--- src/rtl/ntt_core_gf64_pkg.sv ---
`default_nettype none
// ============================================================================
// Package     : ntt_core_gf64_pkg
// Description : Goldilocks-style prime constants p = 2^W - 2^(W/2) + 1 as
//               functions of the modulus width.
// Revision    : 1.0 - initial release
// ============================================================================
package ntt_core_gf64_pkg;

  localparam int GF64_MAX_W = 128;

  function automatic int gf64_mid_w(input int w);
    return w / 2;
  endfunction

  // e = 2^(W/2) - 1, the value that 2^W folds to modulo p
  function automatic logic [GF64_MAX_W-1:0] gf64_e(input int w);
    return (GF64_MAX_W'(1) << gf64_mid_w(w)) - GF64_MAX_W'(1);
  endfunction

  function automatic logic [GF64_MAX_W-1:0] gf64_p(input int w);
    return (GF64_MAX_W'(1) << w) - (GF64_MAX_W'(1) << gf64_mid_w(w)) + GF64_MAX_W'(1);
  endfunction

  // Negative-operand correction p - 2e; always non-negative for even W >= 4
  function automatic logic [GF64_MAX_W-1:0] gf64_p_m2e(input int w);
    return gf64_p(w) - (gf64_e(w) << 1);
  endfunction

endpackage
`default_nettype wire

--- src/rtl/common_lib_delay_side.sv ---
`default_nettype none
// ============================================================================
// Module      : common_lib_delay_side
// Description : Fixed-depth delay line for an avail strobe plus side data.
// Revision    : 1.0 - initial release
// ============================================================================
module common_lib_delay_side #(
  parameter int         DEPTH    = 2,
  parameter int         SIDE_W   = 0,
  parameter logic [1:0] RST_SIDE = 2'b00
) (
  input  logic                                   clk,
  input  logic                                   s_rst_n,
  input  logic                                   in_avail,
  input  logic [((SIDE_W > 0) ? SIDE_W : 1)-1:0] in_side,
  output logic                                   out_avail,
  output logic [((SIDE_W > 0) ? SIDE_W : 1)-1:0] out_side
);

  localparam int c_sw = (SIDE_W > 0) ? SIDE_W : 1;
  localparam logic [c_sw-1:0] c_side_rst = RST_SIDE[1] ? {c_sw{1'b1}} : {c_sw{1'b0}};

  logic [DEPTH-1:0] r_avail;
  logic [c_sw-1:0]  r_side [DEPTH];

  always_ff @(posedge clk or negedge s_rst_n) begin
    if (!s_rst_n) begin
      r_avail <= '0;
    end else begin
      r_avail[0] <= in_avail;
      for (int i = 1; i < DEPTH; i++) begin
        r_avail[i] <= r_avail[i-1];
      end
    end
  end

  generate
    if (RST_SIDE != 2'b00) begin : g_side_rst
      always_ff @(posedge clk or negedge s_rst_n) begin
        if (!s_rst_n) begin
          for (int i = 0; i < DEPTH; i++) begin
            r_side[i] <= c_side_rst;
          end
        end else begin
          r_side[0] <= in_side;
          for (int i = 1; i < DEPTH; i++) begin
            r_side[i] <= r_side[i-1];
          end
        end
      end
    end else begin : g_side_norst
      always_ff @(posedge clk) begin
        r_side[0] <= in_side;
        for (int i = 1; i < DEPTH; i++) begin
          r_side[i] <= r_side[i-1];
        end
      end
    end
  endgenerate

  assign out_avail = r_avail[DEPTH-1];
  assign out_side  = r_side[DEPTH-1];

endmodule
`default_nettype wire

--- src/rtl/ntt_core_gf64_canon_reduction.sv ---
`default_nettype none
// ============================================================================
// Module      : ntt_core_gf64_canon_reduction
// Description : Reduces a signed (W+2)-bit partially reduced value to the
//               canonical residue in [0, p), p = 2^W - 2^(W/2) + 1.
// Revision    : 1.0 - initial release
// ============================================================================
module ntt_core_gf64_canon_reduction
  import ntt_core_gf64_pkg::*;
#(
  parameter int         MOD_NTT_W = 64,
  parameter bit         IN_PIPE   = 1'b1,
  parameter int         SIDE_W    = 0,
  parameter logic [1:0] RST_SIDE  = 2'b00
) (
  input  logic                                   clk,
  input  logic                                   s_rst_n,
  input  logic [MOD_NTT_W+1:0]                   a,
  output logic [MOD_NTT_W-1:0]                   z,
  input  logic                                   in_avail,
  output logic                                   out_avail,
  input  logic [((SIDE_W > 0) ? SIDE_W : 1)-1:0] in_side,
  output logic [((SIDE_W > 0) ? SIDE_W : 1)-1:0] out_side
);

  localparam int W = MOD_NTT_W;
  localparam logic [W:0]   c_p     = (W+1)'(gf64_p(W));
  localparam logic [W:0]   c_e     = (W+1)'(gf64_e(W));
  localparam logic [W:0]   c_p_m2e = (W+1)'(gf64_p_m2e(W));
  localparam logic [W-1:0] c_p_lo  = c_p[W-1:0];

  generate
    if ((MOD_NTT_W % 2) != 0) begin : g_odd_width
      $fatal(1, "ntt_core_gf64_canon_reduction: MOD_NTT_W must be even");
    end
  endgenerate

  logic [W+1:0] w_a;

  generate
    if (IN_PIPE) begin : g_in_pipe
      logic [W+1:0] r_a;
      always_ff @(posedge clk) begin
        r_a <= a;
      end
      assign w_a = r_a;
    end else begin : g_no_in_pipe
      assign w_a = a;
    end
  endgenerate

  // a = -s*2^(W+1) + h*2^W + l; 2^W == e mod p, so every term is folded into
  // a non-negative sum that stays below 2p.
  logic         w_s;
  logic         w_h;
  logic [W-1:0] w_l;
  logic [W:0]   w_y;
  logic [W:0]   r_y;

  assign {w_s, w_h, w_l} = w_a;
  assign w_y = {1'b0, w_l} + (w_h ? c_e : '0) + (w_s ? c_p_m2e : '0);

  always_ff @(posedge clk) begin
    r_y <= w_y;
  end

  logic         w_ge_p;
  logic [W-1:0] w_y_sub;
  logic [W-1:0] r_z;

  assign w_ge_p  = (r_y >= c_p);
  assign w_y_sub = r_y[W-1:0] - c_p_lo;

  always_ff @(posedge clk) begin
    r_z <= w_ge_p ? w_y_sub : r_y[W-1:0];
  end

  assign z = r_z;

  common_lib_delay_side #(
    .DEPTH    (int'(IN_PIPE) + 2),
    .SIDE_W   (SIDE_W),
    .RST_SIDE (RST_SIDE)
  ) u_delay_side (
    .clk       (clk),
    .s_rst_n   (s_rst_n),
    .in_avail  (in_avail),
    .in_side   (in_side),
    .out_avail (out_avail),
    .out_side  (out_side)
  );

endmodule
`default_nettype wire

--- config.mk ---
export PLATFORM = sky130hd
export DESIGN_NAME = ntt_core_gf64_canon_reduction
export DESIGN_NICKNAME = d
export VERILOG_FILES = /design/src/rtl/ntt_core_gf64_pkg.sv /design/src/rtl/common_lib_delay_side.sv /design/src/rtl/ntt_core_gf64_canon_reduction.sv
export SDC_FILE = /design/constraint.sdc
export NUM_CORES = 1
export LEC_CHECK = 0
export ABC_AREA = 0
export ABC_CLOCK_PERIOD_IN_PS = 4800
export CORE_UTILIZATION = 55
export CTS_BUF_LIST = sky130_fd_sc_hd__clkbuf_8
export DETAILED_ROUTE_END_ITERATION = 16
export PLACE_DENSITY = 0.8
export SYNTH_ARGS = -nofsm -noshare
export SYNTH_HDL_FRONTEND = slang
export SYNTH_SLANG_ARGS = --single-unit
--- constraint.sdc ---
create_clock -name clk -period 4.8 [get_ports clk]
set_input_delay 0.48 -clock clk [delete_from_list [all_inputs] [get_ports clk]]
set_output_delay 0.48 -clock clk [all_outputs]
set_load 0.01 [all_outputs]
; After elaboration in Yosys (flattened, before gate mapping)
; Memory sizes are Yosys's and may differ from the RTL's.
; Index checks and enable logic that the tools add are counted.
[totals]
out_inout_bits = 66
n_memories = 1
mem_bits_rw = 3
register_bits = 198
[memory_table]
columns = memory, words, width, rd, rd_clocked_by_memory_dff, write_ports, line_no
row1 = u_delay_side.r_side, 3, 1, 3, 0, 3, common_lib_delay_side.sv:24  ; logic [c_sw-1:0] r_side [DEPTH];
[classes]
magnitude_cmp = 1
addsub = 3
n_mux = 3
[op_table]
columns = cell, n
row1 = 64-bit 2-to-1 mux, 2
row2 = 64-bit by 32-bit adder with 65-bit output, 1
row3 = 65-bit by 64-bit adder with 65-bit output, 1
row4 = 65-bit by 64-bit greater-or-equal comparator with 1-bit output (second input constant), 1
row5 = 64-bit subtractor (second input constant), 1
row6 = 32-bit 2-to-1 mux, 1

; Longest topological paths before layout
[logic_depth]
depth_word = 3
ltp_mapped = 15
depth_no_buf = 15

; By module
; From an unflattened synthesis, not the netlist that was laid out.
[unflattened]
cells_unflattened = 983
area_unflattened_um2 = 9704.3
[modules_own_cells]
columns = mod, area_each_um2, seq_area_each_um2, instances, cells_per_inst
row1 = ntt_core_gf64_canon_reduction, 9569.2, 3903.7, 1, 977
row2 = common_lib_delay_side, 135.1, 135.1, 1, 6

; Worst setup path after synthesis
; No wires, ideal clock.
[synth_path]
path_type = register -> register
from = reg g_in_pipe.r_a[65]
to = reg r_y[59]
synth_period_minus_slack_ns = 3.880
setup_ns = 0.072
n_path_buf = 0
t_required_ns = 4.728
arrival_ns = 3.808
path_slack_ns = 0.920
path_stages_with_launch = 14
path_cell_list = dfxtp_1 fa_1 ha_1 fa_1 nand3_1 nand4_1 nand2_1 a2111oi_0 nor3_1 a21oi_1 nor4b_1 o21ai_0 a21boi_0 xnor2_1
[synth_via]
elab_chain_len = 2
[synth_rtl]
columns = item, line_no
row1 = from (decl), ntt_core_gf64_canon_reduction.sv:42  ; logic [W+1:0] r_a;
row2 = from (signal assigned), ntt_core_gf64_canon_reduction.sv:44  ; r_a <= a;
row3 = 64-bit 2-to-1 mux, ntt_core_gf64_canon_reduction.sv:61  ; assign w_y = {1'b0, w_l} + (w_h ? c_e : '0) + (w_s ? c_p_m2e : '0);
row4 = 65-bit by 64-bit adder with 65-bit output, ntt_core_gf64_canon_reduction.sv:61
row5 = net w_y[59], ntt_core_gf64_canon_reduction.sv:57  ; logic [W:0] w_y;
row6 = to (signal assigned), ntt_core_gf64_canon_reduction.sv:64  ; r_y <= w_y;
row7 = to (decl), ntt_core_gf64_canon_reduction.sv:58  ; logic [W:0] r_y;
; The timed path passes the listed nets, and every way through them passes these cells.

; Worst setup path in the final report
[layout_path]
from = reg g_in_pipe.r_a[64]
to = reg r_y[59]
[layout_via]
elab_chain_len = 3
[layout_rtl]
columns = item, line_no
row1 = 32-bit 2-to-1 mux, ntt_core_gf64_canon_reduction.sv:61
row2 = 64-bit by 32-bit adder with 65-bit output, ntt_core_gf64_canon_reduction.sv:61
row3 = 65-bit by 64-bit adder with 65-bit output, ntt_core_gf64_canon_reduction.sv:61
row4 = net w_y[59], ntt_core_gf64_canon_reduction.sv:57
; The timed path passes the listed nets, and every way through them passes these cells.

==> results_dict.tcl <==
set metrics [dict create \
    antenna_cells 0 \
    ys_warn_count 0 \
    avgSynthCellArea_um2 9.79 \
    power.density_mw_per_mm2 438 \
    setup_viol 0 \
    hold_buffers 0 \
    yosys_most_used_dff "dfxtp_1" \
    use_met3_pct 3.38 \
    ys_ff_latch 201 \
    r2r_setup_slack_ps 510 \
    die_x_um 135 \
    reg2reg_depth 14 \
    grt-busiest-layer "met2" \
    drc_errors 0 \
    async_flop_share_pct 1.49 \
    rsz0062_at_grt "false" \
    fp.dieH_um 135 \
    outcome "complete, no violations" \
    wl_per_cell_um 15.7 \
    std_cell_rows 48 \
    nets 1328 \
    setup_tns_ps 0 \
    core_area_mm2 0.0172 \
    slew_headroom_pct 57.7 \
    grtUsageMet2_pct 39.5 \
    hpwl_um 16900 \
    grt_max_degree 33 \
    io_pins 136 \
    clkTransAtPathRegs_ps 60 \
    cts-resized-gates 0 \
    ir_worst_vdd_mv 0.262 \
    startpoint_type "register" \
    synth_top_area_share_pct 41.0 \
    maxCapViolations 0 \
    hold_path_class "in2async" \
    grt_use_total_pct 24.1 \
    cts-buffers-inserted 31 \
    arrival_ps 4770 \
    area_growth_pct 23.3 \
    routed_via_density 5.50 \
    gp_congestion 0.995 \
    worstSetupEndpointType "register" \
    min_period_over_period_pct 89.3 \
    syn-cell-area_mm2 0.00966 \
    rr_startpoint "g_in_pipe.r_a[64]" \
    root_buffer "clkbuf_8" \
    r2r_end "r_y[59]" \
    synth_top_cell_by_area "dfxtp_1" \
    die_area_mm2 0.0181 \
    period_needed_ps 4290 \
    max_freq_mhz 233 \
    vias 7586 \
    tightest_slew_ps 632 \
    yosysMostFrequentCell "dfxtp_1" \
    drt_first_pass_iters 5 \
    crit_path_end "r_y[59]" \
    critPathMaxFanout 32 \
    clk_latency_ps 570 \
    antenna_found_initial 1 \
    finalHoldViolations 0 \
    grt_overflow_total 0 \
    portBuffers 135 \
    postRouteAntennaNets 0 \
    p_total_mw 5.21 \
    p_leak_nw 5.20 \
    htreeDepth 1 \
    worstSetupPathType "reg2reg" \
    cts_tree "yes" \
    wirelength_um 21600 \
    drive_gt1_share_pct 5.97 \
    required_ps 5280 \
    cts.sinks 201 \
    yosys-top-cells-count "dfxtp_1, ha_1, a21oi_1" \
    synth_edf_count 0 \
    post-route-util_pct 69.1 \
    finClkSkew_ps 23.6 \
    synth_cell_types 58 \
    synthTopCellsByArea "dfxtp_1, ha_1, xnor2_1" \
    crit_start "g_in_pipe.r_a[64]" \
    drt_iter0_drc 399 \
    synth_nets 1184 \
    initial_utilization_pct 56.0 \
    final_max_slew_viol_count 0 \
    grt_pass1_vias 7310 \
    grt_pass1_wl_um 35000 \
    yosysSeqAreaShare_pct 41.8 \
    grt.met1_usage_pct 32.4 \
    cts_setup_buffers 0 \
    clockBufferDepth 3 \
    synth_cells 986 \
]
-- sequential cells by signal (all words and copies together) (netlist names) --
signal,flops
g_in_pipe.r_a,66
u_delay_side.r_avail,3
u_delay_side.r_side,3
r_y,65
z,64
-- cell usage in the layout, fill, tap and decap left out, types with 4 or more instances in the layout --
cell             count
dfxtp_1            198
clkdlybuf4s50_1    135
ha_1               125
a21oi_1             75
nand2_1             74
xnor2_1             71
nor2_1              60
xor2_1              49
clkbuf_8            42
o21ai_0             35
nand3_1             33
inv_1               32
a21o_1              31
nand4_1             22
nor3_1              19
o21bai_1            12
nor4_1              12
a31oi_1             10
and4_1               9
nor2b_1              8
nand2b_1             8
a211oi_1             7
and3_1               7
o31ai_1              5
o211ai_1             5
or2_2                5
o21a_1               4
clkinv_2             4
-- worst min-delay path by stage --
stage | startpoint | end | slack (ps) | cells past startpoint
2_1_floorplan | s_rst_n | u_delay_side.r_avail[0] | 180 | 0
3_3_place_gp | u_delay_side.r_side[0][1] | u_delay_side.r_side[0][2] | 310 | 0
3_5_place_dp | u_delay_side.r_side[0][1] | u_delay_side.r_side[0][2] | 310 | 0
4_1_cts | s_rst_n | u_delay_side.r_avail[0] | 60 | 1
5_1_grt | s_rst_n | u_delay_side.r_avail[2] | 80 | 1
6_report | s_rst_n | u_delay_side.r_avail[2] | 90 | 1
-- area by class of cell --
type                            count  area, µm²
Clock buffer                       42        578
Sequential cell                   201       4040
Timing Repair Buffer              138       1370
Tap cell                          225        282
Fill cell                        1363       5330
Inverter                           23       86.3
Multi-Input combinational cell    735       5420
Clock inverter                     16        121
-- through the flow --
| step | setup WS [ps] | hold WS, ps | std cells | area [µm²] |
|---|---|---|---|---|
| global placement | 708 | 314 | 1322 | 11200 |
| CTS | 548 | 63.0 | 1380 | 11900 |
| floorplan | 920 | 184 | 986 | 9660 |
| detailed placement | 587 | 314 | 1322 | 11200 |
| global route | 236 | 79.3 | 1380 | 11900 |
| finish | 514 | 91.2 | 1380 | 11900 |
-- cell families (layout without fill, tap and decap cells) --
logic type / count (synthesis) / in the layout / share of synthesized area, %
and+or+nand+nor: 277 / 277 / 14.7
AOI/OAI and AO/OA: 210 / 210 / 13.8
DFF: 201 / 201 / 41.8
adders and majority gates: 128 / 128 / 16.8
xor gates and xnor gates: 120 / 120 / 10.9
buffers and inverters: 50 / 219 / 2.01
-- report_power, final --
part	switching, mW	total, mW	internal (mW)
sequential	0.207	2.24	2.04
clock	0.640	1.52	0.885
combinational	0.716	1.44	0.728
-- per-layer routing --
layer | vias to the layer above | part of all wire, %
met4 | 0 | 2.8
met1 | 3480 | 47
li1 | 3826 | -
met2 | 234 | 45
met3 | 46 | 5.5
met5 | - | 0
-- critical path, stage by stage (launching register included) --
cell	delay, ps
dfxtp_1	300
buf_4	340
fa_1	490
ha_1	230
fa_1	400
nand3_1	120
nand4_1	200
nand2_1	210
a2111oi_0	130
nor3_1	400
a21oi_1	170
nor4b_1	470
o21ai_0	310
a21boi_0	270
xnor2_1	140
Note: power is estimated with default switching activity, not from simulation.
